==> config.mk <==
export PLATFORM = sky130hd
export DESIGN_NAME = imm_extend_stage
export DESIGN_NICKNAME = d
export VERILOG_FILES = /design/src/rtl/imm_extend_stage.sv
export SDC_FILE = /design/constraint.sdc
export NUM_CORES = 1
export LEC_CHECK = 0
export BUFFER_PORTS_ARGS = -buffer_cell sky130_fd_sc_hd__buf_2
export CAP_MARGIN = 30
export CORE_ASPECT_RATIO = 1.4
export CORE_MARGIN = 2
export CORE_UTILIZATION = 31
export CTS_BUF_LIST = sky130_fd_sc_hd__clkbuf_4
export DETAILED_ROUTE_END_ITERATION = 12
export GPL_TIMING_DRIVEN = 0
export SLEW_MARGIN = 20
export SYNTH_ARGS = -nofsm -noshare
export SYNTH_HDL_FRONTEND = slang
export SYNTH_SLANG_ARGS = --single-unit
==> constraint.sdc <==
create_clock -name clk -period 4 [get_ports clk]
set_input_delay 0.8 -clock clk [delete_from_list [all_inputs] [get_ports clk]]
set_output_delay 0.8 -clock clk [all_outputs]
set_load 0.05 [all_outputs]
==> src/rtl/imm_extend_stage.sv <==
`default_nettype none
// ============================================================================
//  Module   : imm_extend_stage
//  Purpose  : Pipelined immediate-extension stage between instruction decode
//             and the ID/EX register. It widens an IN_W-bit immediate to OUT_W
//             bits in sign, zero, upper or branch-offset mode. A 2-entry skid
//             buffer (OR + SK) sits behind a valid/ready handshake, and a tag
//             travels with each immediate.
//  Ports    : clk, rst (async, active-high), flush (sync discard)
//             in_valid/in_ready, din[IN_W], mode[2], in_tag[TAG_W]
//             out_valid/out_ready, dout[OUT_W], out_tag[TAG_W]
//  Revision : 1.0 - initial release
// ============================================================================
module imm_extend_stage #(
  parameter int IN_W  = 16,
  parameter int OUT_W = 32,
  parameter int TAG_W = 5
) (
  input  logic             clk,
  input  logic             rst,
  input  logic             flush,
  input  logic             in_valid,
  output logic             in_ready,
  input  logic [IN_W-1:0]  din,
  input  logic [1:0]       mode,
  input  logic [TAG_W-1:0] in_tag,
  output logic             out_valid,
  input  logic             out_ready,
  output logic [OUT_W-1:0] dout,
  output logic [TAG_W-1:0] out_tag
);

  localparam int c_PAD_W = OUT_W - IN_W;

  typedef enum logic [1:0] {
    S_EMPTY = 2'b00,
    S_ONE   = 2'b01,
    S_TWO   = 2'b10
  } state_t;

  state_t           r_state;
  state_t           w_state_nxt;
  logic             r_in_ready;
  logic [OUT_W-1:0] r_or_data;
  logic [TAG_W-1:0] r_or_tag;
  logic [OUT_W-1:0] r_sk_data;
  logic [TAG_W-1:0] r_sk_tag;

  logic [OUT_W-1:0] w_sext;
  logic [OUT_W-1:0] w_result;
  logic             w_accept;
  logic             w_consume;
  logic             w_or_load_in;
  logic             w_or_load_sk;
  logic             w_sk_load;

  // --------------------------------------------------------------------------
  // Extension datapath: only the widened result is stored.
  // --------------------------------------------------------------------------
  assign w_sext = {{c_PAD_W{din[IN_W-1]}}, din};

  always_comb begin
    w_result = w_sext;
    case (mode)
      2'b00:   w_result = w_sext;
      2'b01:   w_result = {{c_PAD_W{1'b0}}, din};
      2'b10:   w_result = {din, {c_PAD_W{1'b0}}};
      // Branch offset: word-aligned, the two top sign bits fall off.
      default: w_result = {w_sext[OUT_W-3:0], 2'b00};
    endcase
  end

  // --------------------------------------------------------------------------
  // Handshake
  // --------------------------------------------------------------------------
  assign out_valid = (r_state != S_EMPTY);
  assign in_ready  = r_in_ready;
  assign dout      = r_or_data;
  assign out_tag   = r_or_tag;

  // A flushed cycle never captures the presented input.
  assign w_accept  = in_valid & r_in_ready & ~flush;
  assign w_consume = out_valid & out_ready;

  always_comb begin
    w_state_nxt  = r_state;
    w_or_load_in = 1'b0;
    w_or_load_sk = 1'b0;
    w_sk_load    = 1'b0;
    if (flush) begin
      w_state_nxt = S_EMPTY;
    end else begin
      case (r_state)
        S_EMPTY: begin
          if (w_accept) begin
            w_state_nxt  = S_ONE;
            w_or_load_in = 1'b1;
          end
        end
        S_ONE: begin
          if (w_accept && w_consume) begin
            w_or_load_in = 1'b1;
          end else if (w_accept) begin
            w_state_nxt = S_TWO;
            w_sk_load   = 1'b1;
          end else if (w_consume) begin
            w_state_nxt = S_EMPTY;
          end
        end
        S_TWO: begin
          if (w_consume) begin
            w_state_nxt  = S_ONE;
            w_or_load_sk = 1'b1;
          end
        end
        default: w_state_nxt = S_EMPTY;
      endcase
    end
  end

  // --------------------------------------------------------------------------
  // State, ready flop and storage
  // --------------------------------------------------------------------------
  always_ff @(posedge clk or posedge rst) begin
    if (rst) begin
      r_state    <= S_EMPTY;
      r_in_ready <= 1'b1;
      r_or_data  <= '0;
      r_or_tag   <= '0;
      r_sk_data  <= '0;
      r_sk_tag   <= '0;
    end else begin
      r_state    <= w_state_nxt;
      // in_ready comes straight from this flop; no path from out_ready.
      r_in_ready <= (w_state_nxt != S_TWO);
      if (w_or_load_in) begin
        r_or_data <= w_result;
        r_or_tag  <= in_tag;
      end else if (w_or_load_sk) begin
        r_or_data <= r_sk_data;
        r_or_tag  <= r_sk_tag;
      end
      if (w_sk_load) begin
        r_sk_data <= w_result;
        r_sk_tag  <= in_tag;
      end
    end
  end

endmodule
`default_nettype wire
# [Yosys cells after proc, flatten, opt, wreduce, memory -nomap -nowiden]
# Index checks and enable logic that the tools add are counted.
[totals] reg_bits=77 latch_bits=0 mem_bits_rw=0 romBits=0 output_inout_bits=39 word_cells=42 mem_count=0
[op_classes] add_sub_neg=0 mul=0 div=0 magnitude_cmp=0 n_eq_ne=5 shift=0 n_mux=22 bitwise_logic=4 reduce_logical=5
[op_table] operator="32-bit one-hot mux with 3 select lines" count=1
[op_table] operator="32-bit two-way mux" count=2
[op_table] operator="2-bit two-way mux" count=6
[op_table] operator="5-bit two-way mux" count=2
[op_table] operator="1-bit two-way mux" count=9
[op_table] operator="2-bit one-hot mux with 3 select lines" count=1
[op_table] operator="2-bit by 1-bit equality test with 1-bit output, second input constant" count=2
[op_table] operator="2-bit equality test, second input constant" count=2
[op_table] operator="2-bit logical NOT" count=2
[op_table] operator="2-bit nonzero test" count=2
[op_table] operator="1-bit AND" count=3
[op_table] operator="2-bit inequality test, second input constant" count=1
[op_table] operator="1-bit one-hot mux with 2 select lines" count=1
[op_table] operator="1-bit logical AND" count=1
[op_table] operator="1-bit NOT" count=1

# [Longest topological paths before layout]
# Gate-level depths: netlist of the first run.
[depth] ltp_word=8 mapped_depth=7 ltp_nobuf=4

# [Worst setup path before layout of the first run]
# No wires, ideal clock.
[synth_path] kind="in2reg" start="in mode[1]" end="reg r_or_data[23], in the netlist dout[23]" arrival_time_ns=1.688 path_slack_ns=2.180 cell_stages=7 n_path_buf=3 path_cell_list="clkbuf_1 nand2b_1 buf_2 buf_4 a21oi_1 nor2_1 a21oi_1"
[synth_via] elab_chain_cells=3 elab_cells_between_ends=5
[synth_lines] item="from (decl)" line="25" rtl="input logic [1:0] mode,"
[synth_lines] item="2-bit equality test (tied with other cells)" line="64" rtl="case (mode)"
[synth_lines] item="32-bit one-hot mux with 3 select lines (*)" line="64"
[synth_lines] item="32-bit two-way mux (*)" line="136" rtl="if (w_or_load_in) begin"
[synth_lines] item="to (signal assigned)" line="137" rtl="r_or_data <= w_result;"
[synth_lines] item="to (signal assigned)" line="140" rtl="r_or_data <= r_sk_data;"
[synth_lines] item="to (decl)" line="44" rtl="logic [OUT_W-1:0] r_or_data;"
# Every way passes the cells marked *; elsewhere a longest branch is shown, timed or not.
# A chain may end at the register's enable or synchronous reset.

# [Final worst setup path of the first run]
[layout_path] start="reg r_state[1]" end="out out_valid"
[layout_via] elab_chain_cells=1
[layout_lines] item="from (decl)" line="41" rtl="state_t r_state;"
[layout_lines] item="from (signal assigned)" line="133" rtl="r_state <= w_state_nxt;"
[layout_lines] item="2-bit nonzero test" line="76" rtl="assign out_valid = (r_state != S_EMPTY);"
[layout_lines] item="to (decl)" line="27" rtl="output logic out_valid,"
# No other way between the ends.

==> results of run 1 <==
## worst paths after layout
check	from	endpoint	slack, ns	depth (start not counted)
setup / recovery	r_state[1]	out_valid	1.81	2
max in group asynchronous	rst	in_ready	2.94	3
hold reg to reg	r_sk_tag[3]	r_sk_tag[3]	0.53	1
hold / removal	rst	r_sk_tag[1]	0.41	2
setup reg to reg	in_ready	dout[15]	1.99	5
min in group clk	r_sk_tag[3]	r_sk_tag[3]	0.53	1
## layout make-up
type	instances	area, um2	share of cell area [%]
multi-input combinational	269	1580	36.1
tap	147	184	4.21
sequential	77	1930	44.2
timing repair buffer	65	340	7.80
buffer	34	216	4.96
clock buffer	12	90.1	2.06
inverter	3	13.8	0.315
clock inverter	3	13.8	0.315
antenna	1	2.50	0.0573
## cells in the mapped netlist
cell type,n,area share (%)
a211oi_1,29,5.8
a21oi_1,76,10
a21oi_2,8,1.9
a2bb2oi_1,1,0.23
a31oi_1,2,0.34
a31oi_2,1,0.34
and2_0,1,0.17
and2_1,1,0.17
and3_1,1,0.17
and4b_1,1,0.27
and4bb_1,1,0.34
buf_2,14,1.9
buf_4,3,0.60
buf_6,8,2.4
clkbuf_1,9,0.91
dfrtp_1,76,51
dfstp_2,1,0.70
inv_1,3,0.30
mux2_4,7,2.8
mux2i_1,8,2.1
nand2_1,24,2.4
nand2b_1,2,0.34
nand3_1,2,0.27
nor2_1,45,4.5
nor2b_1,46,7.7
nor4_2,1,0.34
o21ai_0,9,1.2
o21ai_1,1,0.13
or2_2,1,0.17
xor2_1,1,0.23
## registers in the layout, summed over array words and instances, names as in the netlist
signal	cells
dout	32
r_sk_data	32
out_tag	5
r_sk_tag	5
r_state	2
in_ready	1
## cells by family after synthesis
group | Yosys count | synth area share, %
flip-flops | 77 | 51.7
AND/OR/NAND/NOR | 126 | 16.9
multiplexers | 15 | 4.96
AO/OA/AOI/OAI | 127 | 20.2
XOR/XNOR | 1 | 0.235
buffers and inverters | 37 | 6.10
## through the flow
stage          hold WS, ns  utilization [%]  power [mW]
2_1_floorplan        0.482                -        1.66
3_3_place_gp         0.494             36.0        1.83
3_5_place_dp         0.499             36.2        1.86
4_1_cts              0.418             37.1        2.26
5_1_grt              0.447             37.1        2.38
6_report             0.413             37.1        2.24
## metal layers
metal / vias to the layer above / wire length, um / GRT usage, %
li1: 1466 / - / -
met1: 1429 / 4570 / 21.6
met2: 77 / 4640 / 25.0
met3: 15 / 491 / 3.80
met4: 0 / 206 / 6.26
met5: - / 0 / 0
## power by group
part,leakage [nW],internal [mW],switching (mW),total [mW]
Clock,0.0646,0.142,0.261,0.403
Sequential,0.909,0.973,0.103,1.08
Combinational,0.929,0.247,0.512,0.759
Total,1.90,1.36,0.875,2.24
==> results.txt, run 1 <==
GRT overflow = 0
vias = 2987
Net Count, Synth = 411
drt pass-1 iters = 4
Worst path slowest cell = dfrtp_1
Worst-Skew Late Latency = 0.45 ns
post-synthesis cell type count = 30
pins over their slew limit = 0
GP Congestion = 0.814
site row count = 47
WS Path Type = reg -> out
worst rel slew slack = 62.2%
Synth Instances = 383
Initial Util = 31.7%
fmax = 457 MHz
Post-Route WL = 9910 um
Buf/Inv on CP = 1
initial antenna violation count = 1
post-cts resize count = 0
antenna-violating nets left = 0
dpl cells = 595
HP Class = in -> async
commonest cells after routing, fill and taps aside = buf_2 (78), a21oi_1 (76), dfrtp_1 (76)
kind of end point of the critical path = primary output
pre-CTS setup slack = 1.61 ns
Die X = 96.7 um
post-route cell area = 0.00436 mm2
Area Growth Syn to Fin = 17.0%
startpoint type of the worst setup path = flip-flop
Worst Tran Pin Value = 0.568 ns
max-cap viol count = 0
layout cells sized above 1 = 26.8%
Syn Area/Cell = 9.74 um2
Setup TNS = 0 ns
final hold vios = 0
PD cells = 513 mW/mm2
Tmin final = 2.19 ns
post-route setup slack = 1.81 ns
Detail Placement HPWL = 7250 um
status = complete, no violations
sequential fraction of the synthesis area = 51.7%
clock sink count = 77
vias per std cell = 4.89
Critical Path, Cell by Cell = or2_2 > buf_2
WP data required = 3.20 ns
Worst Path Max Fanout = 6
Clock Pin Slew Worst Setup and Hold Paths = 0.11 ns
CTS buffer count = 9
Ports = 67
WP data arrival = 1.39 ns
first-pass GRT wire length = 16600 um
synthesized area = 0.00373 mm2
most common cell after layout, fill and taps aside = buf_2
CTS tree = yes
Critical Path Max Stage Delay = 0.45 ns
Non-Filler Instances = 611
setup violators final = 0
height of the chip = 134 um
Crit path max-delay family = flip-flops
DP Area = 0.00426 mm2
Clock Skew = 0.0118 ns
1st-iter DRT viols = 141
post-synthesis sequential element count = 77
core area = 0.0118 mm2
RSZ-0062 raised after global routing = false
# port buffers = 64
Tcrit/Tclk final = 54.7%
Static Leak = 1.90 nW
H-tree levels = 3
Yosys warnings = 0
maximum vdd ir drop = 153 uV
CTS root buf = clkbuf_4
FILL cells = 1243
Post-route DRC = 0
DIE AREA = 0.0129 mm2
gr usage total = 16.0%
Longest Clk Path Bufs = 2
setup bufs post-CTS = 0
largest net degree at the start of global routing = 45
DR WL/cell = 16.2 um
Final #Nets = 487
Hold Buf Count CTS = 0
number of global-route vias before repair = 3157
Note: power is estimated with default switching activity, not from simulation.
==> run 2, diff against run 1 <==
==> constraint.sdc (replaced) <==
create_clock -name clk -period 1.94 [get_ports clk]
set_input_delay 0.388 -clock clk [delete_from_list [all_inputs] [get_ports clk]]
set_output_delay 0.388 -clock clk [all_outputs]
set_load 0.05 [all_outputs]
==> results.txt, run 2 (synthesis gave the netlist of run 1 again) <==
reg2reg end = dout[14]
Worst-Skew Late Latency = 0.46 ns (about the same)
CTS tree = yes
kind of end point of the critical path = primary output
GP Congestion = 0.833 (+2.4%)
maximum vdd ir drop = 334 uV (+120%)
Worst Path Max Fanout = 6 (unchanged)
DP Area = 0.00428 mm2 (+0.50%)
Clock Pin Slew Worst Setup and Hold Paths = 0.14 ns (+0.03 ns)
Die X = 96.7 um (unchanged)
Initial Util = 31.7% (unchanged)
hold path cells = 3
pins over their slew limit = 0 (unchanged)
Final #Nets = 489 (+0.41%)
Static Leak = 1.95 nW (+2.5%)
r2r startpoint = in_ready
first-pass GRT wire length = 16000 um (-3.9%)
vias = 3047 (+2.0%)
Tmin final = 1.80 ns
final hold vios = 0 (unchanged)
vias per std cell = 4.96 (+1.5%)
HP Class = in -> reg
FILL cells = 1217 (-2.1%)
DR WL/cell = 15.9 um (-2.0%)
post-route setup slack = 0.138 ns (-1.67 ns)
register area = 0.00193 mm2 (unchanged)
PD cells = 1090 mW/mm2 (+110%)
CTS buffer count = 9 (unchanged)
startpoint type of the worst setup path = flip-flop
largest net degree at the start of global routing = 35 (-22%)
post-route cell area = 0.00446 mm2 (+2.2%)
Detail Placement HPWL = 7230 um (-0.23%)
WP data required = 1.55 ns (-1.65 ns)
number of global-route vias before repair = 3039 (-3.7%)
GRT overflow = 0 (unchanged)
most common cell after layout, fill and taps aside = buf_2
FF-to-FF setup slack = 0.15 ns (-1.84 ns)
clock sink count = 77 (unchanged)
# port buffers = 64 (unchanged)
status = complete, no violations
max-cap viol count = 0 (unchanged)
Area Growth Syn to Fin = 19.5%
initial antenna violation count = 1 (unchanged)
Ports = 67 (unchanged)
area occupied by multi-input gates = 0.00158 mm2 (+0.56%)
Longest Clk Path Bufs = 2 (unchanged)
CTS root buf = clkbuf_4
startpoint of the worst hold path = in_tag[2]
antenna-violating nets left = 0 (unchanged)
WP data arrival = 1.41 ns (+0.02 ns)
setup violators final = 0 (unchanged)
height of the chip = 134 um (unchanged)
worst rel slew slack = 68.3% (+6.1 points)
pre-CTS setup slack = -0.0399 ns (-1.65 ns)
Post-Route WL = 9750 um (-1.6%)
Tcrit/Tclk final = 92.9%
gr usage total = 15.5% (-0.46 points)
fmax = 555 MHz
setup bufs post-CTS = 0 (unchanged)
layout cells sized above 1 = 27.9% (+1.1 points)
Reg2Reg Depth = 6 (+1)
Critical Path Start = r_state[1]
H-tree levels = 3 (unchanged)
core area = 0.0118 mm2 (unchanged)
drt pass-1 iters = 5 (+1)
WS Path Type = reg -> out
site row count = 47 (unchanged)
Post-route DRC = 0 (unchanged)
WHS Endpoint = out_tag[2]
Worst Tran Pin Value = 0.475 ns (-0.0922 ns)
1st-iter DRT viols = 179 (+27%)
Clock Skew = 0.0217 ns (+0.00987 ns)
commonest cells after routing, fill and taps aside = buf_2 (78), a21oi_1 (76), dfrtp_1 (76)
DIE AREA = 0.0129 mm2 (unchanged)
-- run 2: changes by cell type in the layout (fill, tap and decap cells not counted), moves of 2 or more --
cell	before	now
clkbuf_2	0	4
clkbuf_1	9	5
bufinv_16	0	2
clkbuf_4	12	10
-- run 2: metal layers --
layer	wire (um)	vias up	global-route usage, %	part of all wire, %
met1	4360	1465	20.5	45
met2	4730	99	24.7	48
met5	0	-	0	0
li1	-	1470	-	-
met3	477	13	3.70	4.9
met4	191	0	6.18	2.0
-- run 2: layout make-up --
cell class / count / area share (%)
clock buffer: 10 / 1.68
antenna: 1 / 0.0561
timing repair buffer: 67 / 8.31
clock inverter: 6 / 1.77
multi-input combinational: 269 / 35.5
sequential: 77 / 43.2
inverter: 3 / 0.337
buffer: 34 / 4.97
tap: 147 / 4.12
-- run 2: worst max-delay path, cell delays in order (launching register included) --
cell and delay, ns:
dfrtp_1 0.47, or2_2 0.29, buf_2 0.21
-- run 2: worst max-delay path by stage --
| stage | slack (ns) | cells after the start | to |
|---|---|---|---|
| 5_1_grt | -0.01 | 6 | dout[8] |
| 3_3_place_gp | -0.01 | 5 | dout[13] |
| 6_report | 0.14 | 2 | out_valid |
| 2_1_floorplan | 0.19 | 5 | dout[15] |
| 3_5_place_dp | -0.04 | 5 | dout[15] |
| 4_1_cts | 0.07 | 6 | dout[14] |
-- run 2: power breakdown --
group | internal (mW) | total (mW) | switching, mW
Sequential | 2.00 | 2.22 | 0.211
Clock | 0.527 | 1.09 | 0.560
Combinational | 0.518 | 1.58 | 1.06
Total | 3.05 | 4.88 | 1.83
-- run 2: what timing repair did --
| action | 4_1_cts | 5_1_grt |
|---|---|---|
| hold buffers | 1 | 0 |
| resized for setup | 3 | 3 |
| setup endpoints to repair | 30 | 5 |
| hold endpoints to repair | 13 | 0 |
-- run 2: metrics by stage --
| step | TNS (ns) | hold slack [ns] | std cells | power, mW | util, % |
|---|---|---|---|---|---|
| after floorplan | 0 | 0.454 | 383 | 3.42 | - |
| after global placement | -0.0500 | 0.494 | 594 | 3.78 | 36.0 |
| after detailed placement | -0.135 | 0.404 | 596 | 3.83 | 36.4 |
| after CTS | 0 | 0.0947 | 613 | 4.93 | 37.8 |
| after global routing | -0.0136 | 0.125 | 614 | 5.17 | 37.9 |
| final | 0 | 0.151 | 614 | 4.88 | 37.9 |
